`config.mk`:
```
export PLATFORM = sky130hd
export DESIGN_NAME = spectrum_bar_render_flat
export DESIGN_NICKNAME = d
export VERILOG_FILES = /design/src/rtl/spectrum_bar_render_if.sv /design/src/rtl/spectrum_bar_render.sv /design/src/flat_wrapper.sv
export SDC_FILE = /design/constraint.sdc
export NUM_CORES = 1
export LEC_CHECK = 0
export ABC_CLOCK_PERIOD_IN_PS = 5600
export CAP_MARGIN = 10
export CORE_ASPECT_RATIO = 1.5
export CORE_MARGIN = 4
export CORE_UTILIZATION = 40
export CTS_CLUSTER_DIAMETER = 40
export DETAILED_ROUTE_END_ITERATION = 7
export HOLD_SLACK_MARGIN = 0.08
export SETUP_SLACK_MARGIN = 0.1
export SKIP_LAST_GASP = 1
export SLEW_MARGIN = 20
export SYNTH_ARGS = -nofsm -noshare
export SYNTH_HDL_FRONTEND = slang
export SYNTH_SLANG_ARGS = --single-unit
```
`constraint.sdc`:
```
create_clock -name clk -period 5.6 [get_ports clk]
set_input_delay 1.12 -clock clk [delete_from_list [all_inputs] [get_ports clk]]
set_output_delay 1.12 -clock clk [all_outputs]
set_load 0.03 [all_outputs]
```
`src/rtl/spectrum_bar_render_if.sv`:
```
// Bin stream carrying FFT magnitudes into spectrum_bar_render.
// The master drives valid/mag/last; the slave returns ready.
interface spectrum_bar_render_if;
  logic        bin_valid;
  logic        bin_ready;
  logic [15:0] bin_mag;
  logic        bin_last;

  modport master (output bin_valid, output bin_mag, output bin_last, input bin_ready);
  modport slave  (input bin_valid, input bin_mag, input bin_last, output bin_ready);
endinterface

```
`src/rtl/spectrum_bar_render.sv`:
```
// Converts 64 magnitude bins to bar heights and renders them into the back bank of the LED frame RAM.
// Optional build macro PEAK_HOLD_EN adds per-column decaying white peak markers.
module spectrum_bar_render #(
  parameter int SHIFT        = 10,
  parameter int DECAY_FRAMES = 4
) (
  input  logic                        clk,
  input  logic                        rst,
  spectrum_bar_render_if.slave        bin_if,
  input  logic                        mtx_done,
  output logic                        wr_en,
  output logic [9:0]                  wr_addr,
  output logic [23:0]                 wr_data,
  output logic                        disp_bank
);

  typedef enum logic [1:0] {COLLECT, RENDER, WAIT_SWAP} state_t;

  generate
    if (DECAY_FRAMES < 1 || SHIFT < 0) begin : g_param_check
      $error("spectrum_bar_render: DECAY_FRAMES must be >= 1 and SHIFT >= 0");
    end
  endgenerate

  state_t      state_reg;
  logic [5:0]  idx_reg;
  logic [9:0]  a_reg;
  logic        bin_ready_reg;
  logic        wr_en_reg;
  logic [9:0]  wr_addr_reg;
  logic [23:0] wr_data_reg;
  logic        disp_bank_reg;

  logic        accept;
  logic        end_collect;
  logic [15:0] mag_sh;
  logic [4:0]  h_new;
  logic        decay_tick;
  logic [4:0]  h_arr [64];
  logic [4:0]  p_arr [64];
  logic [4:0]  h_cur;
  logic [4:0]  p_cur;
  logic [23:0] word_next;

  assign accept      = bin_if.bin_valid && bin_ready_reg && (state_reg == COLLECT);
  assign end_collect = accept && ((idx_reg == 6'd63) || bin_if.bin_last);
  assign mag_sh      = bin_if.bin_mag >> SHIFT;
  assign h_new       = (mag_sh > 16'd16) ? 5'd16 : mag_sh[4:0];

  // Each column latches its own bin; an early bin_last zero-fills every column after idx.
  genvar gi;
  generate
    for (gi = 0; gi < 64; gi++) begin : g_col
      logic       hit;
      logic       fill;
      logic [4:0] hv;
      logic [4:0] h_reg;

      assign hit  = accept && (idx_reg == 6'(gi));
      assign fill = accept && bin_if.bin_last && (6'(gi) > idx_reg);
      assign hv   = hit ? h_new : 5'd0;

      always_ff @(posedge clk) begin
        if (rst)              h_reg <= 5'd0;
        else if (hit || fill) h_reg <= hv;
      end
      assign h_arr[gi] = h_reg;

`ifdef PEAK_HOLD_EN
      logic [4:0] p_reg;
      always_ff @(posedge clk) begin
        if (rst) begin
          p_reg <= 5'd0;
        end else if (hit || fill) begin
          if (hv >= p_reg)                      p_reg <= hv;
          else if (decay_tick && p_reg != 5'd0) p_reg <= p_reg - 5'd1;
        end
      end
      assign p_arr[gi] = p_reg;
`else
      assign p_arr[gi] = 5'd0;
`endif
    end
  endgenerate

`ifdef PEAK_HOLD_EN
  localparam int FCW = (DECAY_FRAMES > 1) ? $clog2(DECAY_FRAMES) : 1;
  logic [FCW-1:0] frame_cnt_reg;

  always_ff @(posedge clk) begin
    if (rst) begin
      frame_cnt_reg <= '0;
    end else if (state_reg == WAIT_SWAP && mtx_done) begin
      if (frame_cnt_reg == FCW'(DECAY_FRAMES - 1)) frame_cnt_reg <= '0;
      else                                         frame_cnt_reg <= frame_cnt_reg + 1'b1;
    end
  end
  assign decay_tick = (frame_cnt_reg == FCW'(DECAY_FRAMES - 1));
`else
  assign decay_tick = 1'b0;
`endif

  // Row 0 is the top; a bar of height h lights rows 16-h..15.
  function automatic logic [11:0] pix(input logic [4:0] r, input logic [4:0] h, input logic [4:0] p);
    logic [11:0] c;
    c = 12'h000;
    if (r >= 5'd16 - h) begin
      if (r < 5'd4)      c = 12'h00F;
      else if (r < 5'd8) c = 12'h0FF;
      else               c = 12'h0F0;
    end
    if (p != 5'd0 && r == 5'd16 - p) c = 12'hFFF;
    return c;
  endfunction

  always_comb begin
    h_cur     = h_arr[a_reg[5:0]];
    p_cur     = p_arr[a_reg[5:0]];
    word_next = {pix({2'b01, a_reg[8:6]}, h_cur, p_cur), pix({2'b00, a_reg[8:6]}, h_cur, p_cur)};
  end

  // a_reg runs one step past 511 so the final write drains before WAIT_SWAP.
  always_ff @(posedge clk) begin
    if (rst) begin
      state_reg     <= COLLECT;
      idx_reg       <= 6'd0;
      a_reg         <= 10'd0;
      bin_ready_reg <= 1'b0;
      wr_en_reg     <= 1'b0;
      wr_addr_reg   <= 10'd0;
      wr_data_reg   <= 24'd0;
      disp_bank_reg <= 1'b0;
    end else begin
      case (state_reg)
        COLLECT: begin
          wr_en_reg <= 1'b0;
          if (end_collect) begin
            state_reg     <= RENDER;
            bin_ready_reg <= 1'b0;
            idx_reg       <= 6'd0;
            a_reg         <= 10'd0;
          end else begin
            bin_ready_reg <= 1'b1;
            if (accept) idx_reg <= idx_reg + 6'd1;
          end
        end
        RENDER: begin
          if (!a_reg[9]) begin
            wr_en_reg   <= 1'b1;
            wr_addr_reg <= {~disp_bank_reg, a_reg[8:0]};
            wr_data_reg <= word_next;
            a_reg       <= a_reg + 10'd1;
          end else begin
            wr_en_reg <= 1'b0;
            state_reg <= WAIT_SWAP;
          end
        end
        WAIT_SWAP: begin
          wr_en_reg <= 1'b0;
          if (mtx_done) begin
            disp_bank_reg <= ~disp_bank_reg;
            bin_ready_reg <= 1'b1;
            idx_reg       <= 6'd0;
            state_reg     <= COLLECT;
          end
        end
        default: state_reg <= COLLECT;
      endcase
    end
  end

  assign bin_if.bin_ready = bin_ready_reg;
  assign wr_en            = wr_en_reg;
  assign wr_addr          = wr_addr_reg;
  assign wr_data          = wr_data_reg;
  assign disp_bank        = disp_bank_reg;

endmodule

```
`src/flat_wrapper.sv`:
```
// flat-port wrapper written by rule: the top's interface ports become plain ports
module spectrum_bar_render_flat 
#(
  parameter int SHIFT        = 10,
  parameter int DECAY_FRAMES = 4
)
  (clk, rst, mtx_done, wr_en, wr_addr, wr_data, disp_bank, bin_if_bin_valid, bin_if_bin_mag, bin_if_bin_last, bin_if_bin_ready);
  spectrum_bar_render_if bin_if_i ();
  input  logic clk;
  input  logic rst;
  input  logic mtx_done;
  output logic wr_en;
  output logic [9:0] wr_addr;
  output logic [23:0] wr_data;
  output logic disp_bank;
  input wire logic [$bits(bin_if_i.bin_valid)-1:0] bin_if_bin_valid;
  input wire logic [$bits(bin_if_i.bin_mag)-1:0] bin_if_bin_mag;
  input wire logic [$bits(bin_if_i.bin_last)-1:0] bin_if_bin_last;
  output wire logic [$bits(bin_if_i.bin_ready)-1:0] bin_if_bin_ready;
  assign bin_if_i.bin_valid = bin_if_bin_valid;
  assign bin_if_i.bin_mag = bin_if_bin_mag;
  assign bin_if_i.bin_last = bin_if_bin_last;
  assign bin_if_bin_ready = bin_if_i.bin_ready;
  spectrum_bar_render #(.SHIFT(SHIFT), .DECAY_FRAMES(DECAY_FRAMES)) u_core (.clk(clk), .rst(rst), .bin_if(bin_if_i), .mtx_done(mtx_done), .wr_en(wr_en), .wr_addr(wr_addr), .wr_data(wr_data), .disp_bank(disp_bank));
endmodule
```
==> flow_summary.json, run 1 <==
{
  "postCtsSetupRepairBufs": 0,
  "crit_required_ns": 6.03,
  "final_area_um2": 18000,
  "cp_slowest_cell": "a2111oi_0",
  "grt.overflow.total": 0,
  "row_count": 89,
  "slew_viol_final": 0,
  "placed_cell_area_um2": 16600,
  "hp-class": "register to register",
  "routabilityCongestion": 0.967,
  "fin_skew_ns": 0.0187,
  "finalCritPeriodShare": 0.774,
  "finalWirelength_um": 53900,
  "tritoncts": "yes",
  "slew_headroom": 0.238,
  "ys_seq_elements": 354,
  "port_buffers": 35,
  "worst_skew_pair.late_latency_ns": 0.55,
  "grt_pass1_wl_um": 82300,
  "io_pins": 58,
  "htree_levels": 2,
  "cpPeakStageDelay_ns": 0.90,
  "ctsResizeCount": 0,
  "antennaDiodeCount": 0,
  "cts_buffers": 41,
  "leakage_nw": 5.98,
  "crit_type": "register to register",
  "synth_top_area_frac": 0.441,
  "tightest_slew_ns": 1.13,
  "status": "finished clean",
  "syn-instance-count": 1787,
  "wl_per_cell_um": 23.7,
  "drc": 0,
  "ys_warn_count": 0,
  "cts-root-buf": "clkbuf_16",
  "power_density_nw_per_um2": 303,
  "start_kind": "register",
  "max-cap-violations": 0,
  "netlist_area_um2": 16100,
  "core_area_um2": 39500,
  "drt_iter0_drc": 1631,
  "cp_cell_sequence": "buf_4 -> mux4_2 -> a2111oi_0 -> o32ai_1 -> xnor2_1 -> ha_1 -> a21oi_1 -> nor2_1 -> a31oi_1 -> o21ai_1",
  "first_pass_iters": 5,
  "ant_nets": 0,
  "vias": 14200,
  "grtUsageTotal": 0.244,
  "setup-tns-final_ns": 0,
  "reg2reg_to": "u_core.wr_data[18]",
  "r2r.worst_path.cells": 10,
  "die_w_um": 172,
  "ys.flop_type": "dfxtp_1",
  "clock_path_buffers": 3,
  "peakVddDrop_mv": 0.185,
  "fmax_mhz": 231,
  "cp-endpoint": "u_core.wr_data[18]",
  "setup_viol": 0,
  "seq_area_frac_synth": 0.441,
  "synthTopCellsByCount": "462 x nor2_1, 354 x dfxtp_1, 281 x a22oi_1",
  "grt_max_degree": 150,
  "yosys.area.top_type": "dfxtp_1",
  "drive_gt1_frac": 0.110,
  "async_flop_share": 0,
  "area_growth_pct": 11.7,
  "postCtsHoldBufs": 0,
  "cts_sinks": 354,
  "largest_reg_flops": 320,
  "avgSynthCellArea_um2": 9.00,
  "die_h_um": 254,
  "critPathTopFamily": "compound AO/OA/AOI/OAI gates",
  "path_max_fanout": 37,
  "power_w": 0.00545,
  "regToRegStartpoint": "u_core.a_reg[0]",
  "cp.buffers_inverters": 1,
  "via_per_inst": 6.24,
  "start_util": 0.407,
  "grt_pass1_vias": 13800,
  "critPathCaptureType": "register",
  "hold_viol": 0,
  "antenna_found_initial": 1,
  "clk_pin_slew_worst_paths_ns": 0.07,
  "nets": 1776,
  "r2r_setup_slack_ns": 1.26,
  "synth_edf_count": 0,
  "synth_most_common_cell": "nor2_1",
  "pre_cts_ws_ns": 1.34,
  "rsz0062_at_grt": "false",
  "synth_area_leaders": "dfxtp_1 44%, a22oi_1 13%, nor2_1 11%",
  "yosysUniqueCellTypes": 59,
  "arrival_ns": 4.77,
  "dp_hpwl_um": 36600,
  "final.setup.worst_slack_ns": 1.26,
  "die_area_um2": 43600,
  "finalCriticalPeriod_ns": 4.34,
  "cp.depth": 10,
  "setup.worst_path.start": "u_core.a_reg[0]"
}
## routing by layer
layer  vias to the layer above  share of wire  global-route usage
met4                         2          0.069               0.145
met1                      6944           0.37               0.276
met3                       190          0.064              0.0431
li1                       6417              -                   -
met5                         -        0.00024                   0
met2                       661           0.50               0.424
## worst min-delay path by stage
stage,from,endpoint,slack (ns),cells after the start
final,u_core.wr_addr[2],u_core.wr_addr[2],0.45,2
after floorplan,u_core.g_col[8].h_reg[4],u_core.g_col[8].h_reg[4],0.44,2
after detailed placement,u_core.wr_addr[2],u_core.wr_addr[2],0.45,2
after global placement,u_core.wr_addr[7],u_core.wr_addr[7],0.44,2
after global routing,u_core.wr_addr[7],u_core.wr_addr[7],0.47,2
after CTS,u_core.wr_addr[2],u_core.wr_addr[2],0.46,2
## stage by stage
step,hold slack (ns),cells,utilization
4_1_cts,0.459,2278,0.455
5_1_grt,0.474,2278,0.455
6_report,0.454,2278,0.455
2_1_floorplan,0.444,1798,-
3_3_place_gp,0.442,2204,0.421
3_5_place_dp,0.450,2204,0.421
## report_power, final
part	internal, W	switching (W)	total (W)
sequential	0.00252	0.0000150	0.00254
clock	0.00153	0.00112	0.00265
combinational	0.0000591	0.000204	0.000263
## worst register-to-register path, cell delays in order (launching register included)
cell and delay (ns):
dfxtp_4 0.84, buf_4 0.52, mux4_2 0.63, a2111oi_0 0.90
o32ai_1 0.32, xnor2_1 0.20, ha_1 0.29, a21oi_1 0.19
nor2_1 0.08, a31oi_1 0.15, o21ai_1 0.09
## cells by family after synthesis
family	count (synthesis)	share of synthesized area
fa+ha+maj	8	0.00622
simple gates	680	0.177
compound gates	461	0.198
mux	97	0.122
flops	354	0.441
buf+inv	177	0.0511
other cells	1	0.000233
xor+xnor	9	0.00490
## final cells by class
class,instances,area [um2]
flip-flops and latches,354,7100
multi-input cells,1267,8230
clock buffers,54,1160
clock inverters,20,174
fillers,3748,21600
well taps,500,626
repair buffers,70,643
inverters,13,48.8
## layout by cell type (no fill, tap or decap), types with 10 or more instances in the layout
cell type,instances
a21oi_1,69
clkdlybuf4s50_1,34
nand2_1,84
nor4_1,10
mux4_2,64
o21ai_0,25
a31oi_1,50
buf_4,33
mux2i_1,14
inv_1,12
nor2_1,462
nor3_1,32
conb_1,12
mux4_1,11
or3_1,10
a22oi_1,281
dfxtp_1,351
nand3_1,24
clkbuf_16,43
No activity file was read; power rests on OpenSTA's default activity.
==> run 2, diff against run 1 <==
ABC_CLOCK_PERIOD_IN_PS = 3700   (was 5600)
clock period = 3.7 ns   (was 5.6 ns; I/O delays follow)
==> flow_summary.json, run 2 (synthesis results as in run 1) <==
{
  "status": "finished clean",
  "clk_pin_slew_worst_paths_ns": 0.06,
  "postCtsHoldBufs": 0,
  "cp_slowest_cell": "a2111oi_0",
  "m1WireLength_um": 20800,
  "io_pins": 58,
  "htree_levels": 2,
  "ant_nets": 0,
  "clock_path_buffers": 3,
  "slew_viol_final": 0,
  "port_buffers": 35,
  "finalCritPeriodShare": 0.926,
  "area_growth_pct": 17.2,
  "crit_type": "register to register",
  "die_area_um2": 43600,
  "start_kind": "register",
  "vias": 14500,
  "grtUsageTotal": 0.247,
  "hold_viol": 0,
  "cts-root-buf": "clkbuf_16",
  "first_pass_iters": 6,
  "cts_sinks": 354,
  "worst_skew_pair.late_latency_ns": 0.54,
  "die_w_um": 172,
  "met2WireLength_um": 27200,
  "setup-tns-final_ns": 0,
  "final_area_um2": 18900,
  "row_count": 89,
  "cp_cell_sequence": "buf_12 -> mux4_2 -> nand2_1 -> a21oi_1 -> a2111oi_0 -> o32ai_1 -> buf_4 -> or4_1 -> a31oi_1 -> o21ai_1",
  "finalWirelength_um": 55100,
  "grt_pass1_wl_um": 84000,
  "finalCriticalPeriod_ns": 3.43,
  "placed_cell_area_um2": 17300,
  "final_common_cell": "nor2_1",
  "fmax_mhz": 292,
  "topRoutingLayerUsed": "met4",
  "grt_max_degree": 117,
  "cpPeakStageDelay_ns": 0.69,
  "max-cap-violations": 0,
  "wl_met3_um": 3460,
  "cts_buffers": 39,
  "critPathCaptureType": "register",
  "path_max_fanout": 13,
  "via_per_inst": 6.14,
  "drive_gt1_frac": 0.151,
  "drt_iter0_drc": 1800,
  "grt.overflow.total": 0,
  "cp.buffers_inverters": 2,
  "slew_headroom": 0.453,
  "antennaDiodeCount": 0,
  "leakage_nw": 6.49,
  "nets": 1860,
  "wl_per_cell_um": 23.4,
  "core_area_um2": 39500,
  "grt_pass1_vias": 14000,
  "peakVddDrop_mv": 0.245,
  "die_h_um": 254,
  "routabilityCongestion": 0.985,
  "antenna_found_initial": 0,
  "largest_reg_flops": 320,
  "mostFrequentLayoutCells": "462 x nor2_1, 350 x dfxtp_1, 281 x a22oi_1",
  "drc": 0,
  "tightest_slew_ns": 0.813,
  "arrival_ns": 3.85,
  "setup_viol": 0,
  "hp-class": "register to register",
  "critPathTopFamily": "compound AO/OA/AOI/OAI gates",
  "tritoncts": "yes",
  "dp_hpwl_um": 37600,
  "power_density_nw_per_um2": 440,
  "start_util": 0.407,
  "rsz0062_at_grt": "false",
  "fin_skew_ns": 0.0192,
  "crit_required_ns": 4.13
}
[run 2: what timing repair did]
action	in CTS	in global routing
endpoints found under the setup margin	1	3
gates resized for setup	1	7
buffers inserted	0	13
pin swaps	0	1
[run 2: per-stage QoR]
stage                util  hold WS [ns]  setup WS [ns]  power [W]  cells
global placement    0.439         0.443         0.0849    0.00434   2277
global route        0.477         0.478          0.119    0.00849   2359
finish              0.477         0.451          0.272    0.00830   2359
CTS                 0.472         0.454          0.151    0.00833   2346
detailed placement  0.439         0.445         0.0716    0.00435   2277
floorplan               -         0.444          0.467    0.00419   1798
[run 2: worst reg2reg max path, stage by stage (launching register included)]
cell and delay [ns]:
dfxtp_4 0.52, buf_12 0.16, mux4_2 0.49, nand2_1 0.11
a21oi_1 0.17, a2111oi_0 0.69, o32ai_1 0.25, buf_4 0.20
or4_1 0.49, a31oi_1 0.17, o21ai_1 0.08
[run 2: layout make-up]
type,instances,area (um2)
fillers,3684,20700
multi-input cells,1267,8280
flip-flops and latches,354,7100
repair buffers,156,1490
clock buffers,56,1150
well taps,500,626
clock inverters,13,164
inverters,13,48.8
[run 2: report_power, final]
| part | switching [W] | internal (W) |
|---|---|---|
| clock | 0.00162 | 0.00239 |
| sequential | 0.0000100 | 0.00382 |
| combinational | 0.000334 | 0.000124 |
| total | 0.00197 | 0.00633 |
[run 2: final timing paths]
check	cells after the start	end	slack, ns	startpoint
hold / removal	2	u_core.wr_addr[4]	0.45	u_core.wr_addr[4]
setup reg to reg	10	u_core.wr_data[18]	0.27	u_core.a_reg[1]
hold reg to reg	2	u_core.wr_addr[4]	0.45	u_core.wr_addr[4]
setup / recovery	10	u_core.wr_data[18]	0.27	u_core.a_reg[1]
[run 2: routing by layer]
metal,track usage,vias to the layer above
met5,0,-
met3,0.0353,173
met1,0.295,7083
li1,-,6570
met2,0.416,663
met4,0.155,0
==> run 3, diff against run 2 <==
CTS_CLUSTER_SIZE = 8   (was default)
SLEW_MARGIN = 25   (was 20)
==> flow_summary.json, run 3 (synthesis results as in run 1) <==
{
  "status": "finished clean",
  "multi_input_area_um2": 8280,
  "die_area_um2": 43600,
  "m1WireLength_um": 20800,
  "grt_pass1_wl_um": 84400,
  "drive_gt1_frac": 0.147,
  "grt_pass1_vias": 14200,
  "met2WireLength_um": 26800,
  "port_buffers": 35,
  "core_area_um2": 39500,
  "final_area_um2": 18800,
  "die_w_um": 172,
  "p_comb_frac": 0.054,
  "antennaDiodeCount": 0,
  "slew_headroom": 0.411,
  "finalCritPeriodShare": 0.927,
  "ant_nets": 0,
  "swShare": 0.236,
  "cts_buffers": 50,
  "vias": 14500,
  "placed_cell_area_um2": 17300,
  "grt_max_degree": 117,
  "ff_latch_area_um2": 7100,
  "mostFrequentLayoutCells": "462 x nor2_1, 350 x dfxtp_1, 281 x a22oi_1",
  "arrival_ns": 3.89,
  "start_kind": "register",
  "wl_met3_um": 3550,
  "leakage_nw": 6.48,
  "fmax_mhz": 292,
  "finalWirelength_um": 55200,
  "fin_skew_ns": 0.0224,
  "finalCriticalPeriod_ns": 3.43,
  "crit_required_ns": 4.16,
  "post-route-util": 0.476,
  "row_count": 89,
  "clock_path_buffers": 3,
  "setup-tns-final_ns": 0,
  "slew_viol_final": 0,
  "path_max_fanout": 13,
  "antenna_found_initial": 0,
  "wl_per_cell_um": 23.6,
  "setup_viol": 0,
  "start_util": 0.407,
  "drc": 0,
  "grt.overflow.total": 0,
  "tightest_slew_ns": 0.874,
  "power_frac_seq": 0.459,
  "tritoncts": "yes",
  "hp-class": "register to register",
  "crit_type": "register to register",
  "clk_pin_slew_worst_paths_ns": 0.05,
  "r2r_setup_slack_ns": 0.27,
  "htree_levels": 2,
  "cts-root-buf": "clkbuf_16",
  "rsz0062_at_grt": "false",
  "nets": 1867,
  "die_h_um": 254,
  "via_per_inst": 6.17,
  "topRoutingLayerUsed": "met4",
  "cts_sinks": 354,
  "area_growth_pct": 17.0,
  "clkPwrFrac": 0.487,
  "p_int_w": 0.00638,
  "switchingPower_w": 0.00197,
  "io_pins": 58,
  "worst_skew_pair.late_latency_ns": 0.57,
  "hold_viol": 0,
  "worst_hold_slack_ns": 0.449,
  "peakVddDrop_mv": 0.317,
  "n_fill_cell": 3686,
  "first_pass_iters": 6,
  "routabilityCongestion": 0.985,
  "max-cap-violations": 0,
  "drt_iter0_drc": 1751,
  "power_density_nw_per_um2": 444,
  "final_common_cell": "nor2_1",
  "critPathCaptureType": "register",
  "dp_hpwl_um": 37600,
  "grtUsageTotal": 0.249,
  "largest_reg_flops": 320,
  "postCtsHoldBufs": 0
}
-- run 3: cell count changes in the layout (fill, tap and decap cells not counted), moves of 2 or more --
cell	change
clkbuf_8	-6
clkbuf_16	+10
clkinv_2	-2
clkinvlp_4	-2
clkbuf_1	-6
inv_6	-3
clkinv_8	+2
clkinv_4	-2
buf_4	-2
bufinv_16	-3
-- run 3: final timing paths --
check	start	to	depth (start not counted)
worst max-delay path	u_core.a_reg[1]	u_core.wr_data[18]	10
worst min-delay path	u_core.wr_addr[4]	u_core.wr_addr[4]	2
worst max register to register	u_core.a_reg[1]	u_core.wr_data[18]	10
worst min register to register	u_core.wr_addr[4]	u_core.wr_addr[4]	2
-- run 3: per-layer routing --
metal,track usage,vias up
met5,0,-
met4,0.164,0
met3,0.0363,193
met2,0.418,689
met1,0.292,7010
li1,-,6565
-- run 3: through the flow --
| step | std cells | total power, W | worst slack (ns) |
|---|---|---|---|
| global route | 2343 | 0.00856 | 0.127 |
| finish | 2343 | 0.00835 | 0.272 |
| detailed placement | 2277 | 0.00435 | 0.0716 |
| CTS | 2334 | 0.00840 | 0.158 |
| floorplan | 1798 | 0.00419 | 0.467 |
| global placement | 2277 | 0.00434 | 0.0849 |
-- run 3: timing repair --
action | 4_1_cts | 5_1_grt
setup buffers | 0 | 9
gates resized for setup | 1 | 7
setup endpoints to repair | 1 | 3
-- run 3: area by class of cell --
class | count | share of cell area
flip-flops and latches | 354 | 0.377
clock inverters | 3 | 0.00199
clock buffers | 54 | 0.0689
repair buffers | 152 | 0.0768
inverters | 13 | 0.00259
multi-input cells | 1267 | 0.440
well taps | 500 | 0.0332
-- run 3: critical path, cell delays in order (launching register included) --
cell       delay, ns
dfxtp_4         0.50
buf_4           0.17
mux4_2          0.49
nand2_1         0.10
a21oi_1         0.17
a2111oi_0       0.68
o32ai_1         0.25
buf_4           0.20
or4_1           0.49
a31oi_1         0.17
o21ai_1         0.08
-- run 3: power by group through the flow --
stage | Combinational (W) | Sequential, W | Clock (W)
floorplan | 0.000282 | 0.00391 | 0
global placement | 0.000427 | 0.00392 | 0
detailed placement | 0.000429 | 0.00392 | 0
CTS | 0.000430 | 0.00384 | 0.00413
global route | 0.000481 | 0.00383 | 0.00425
finish | 0.000454 | 0.00384 | 0.00406
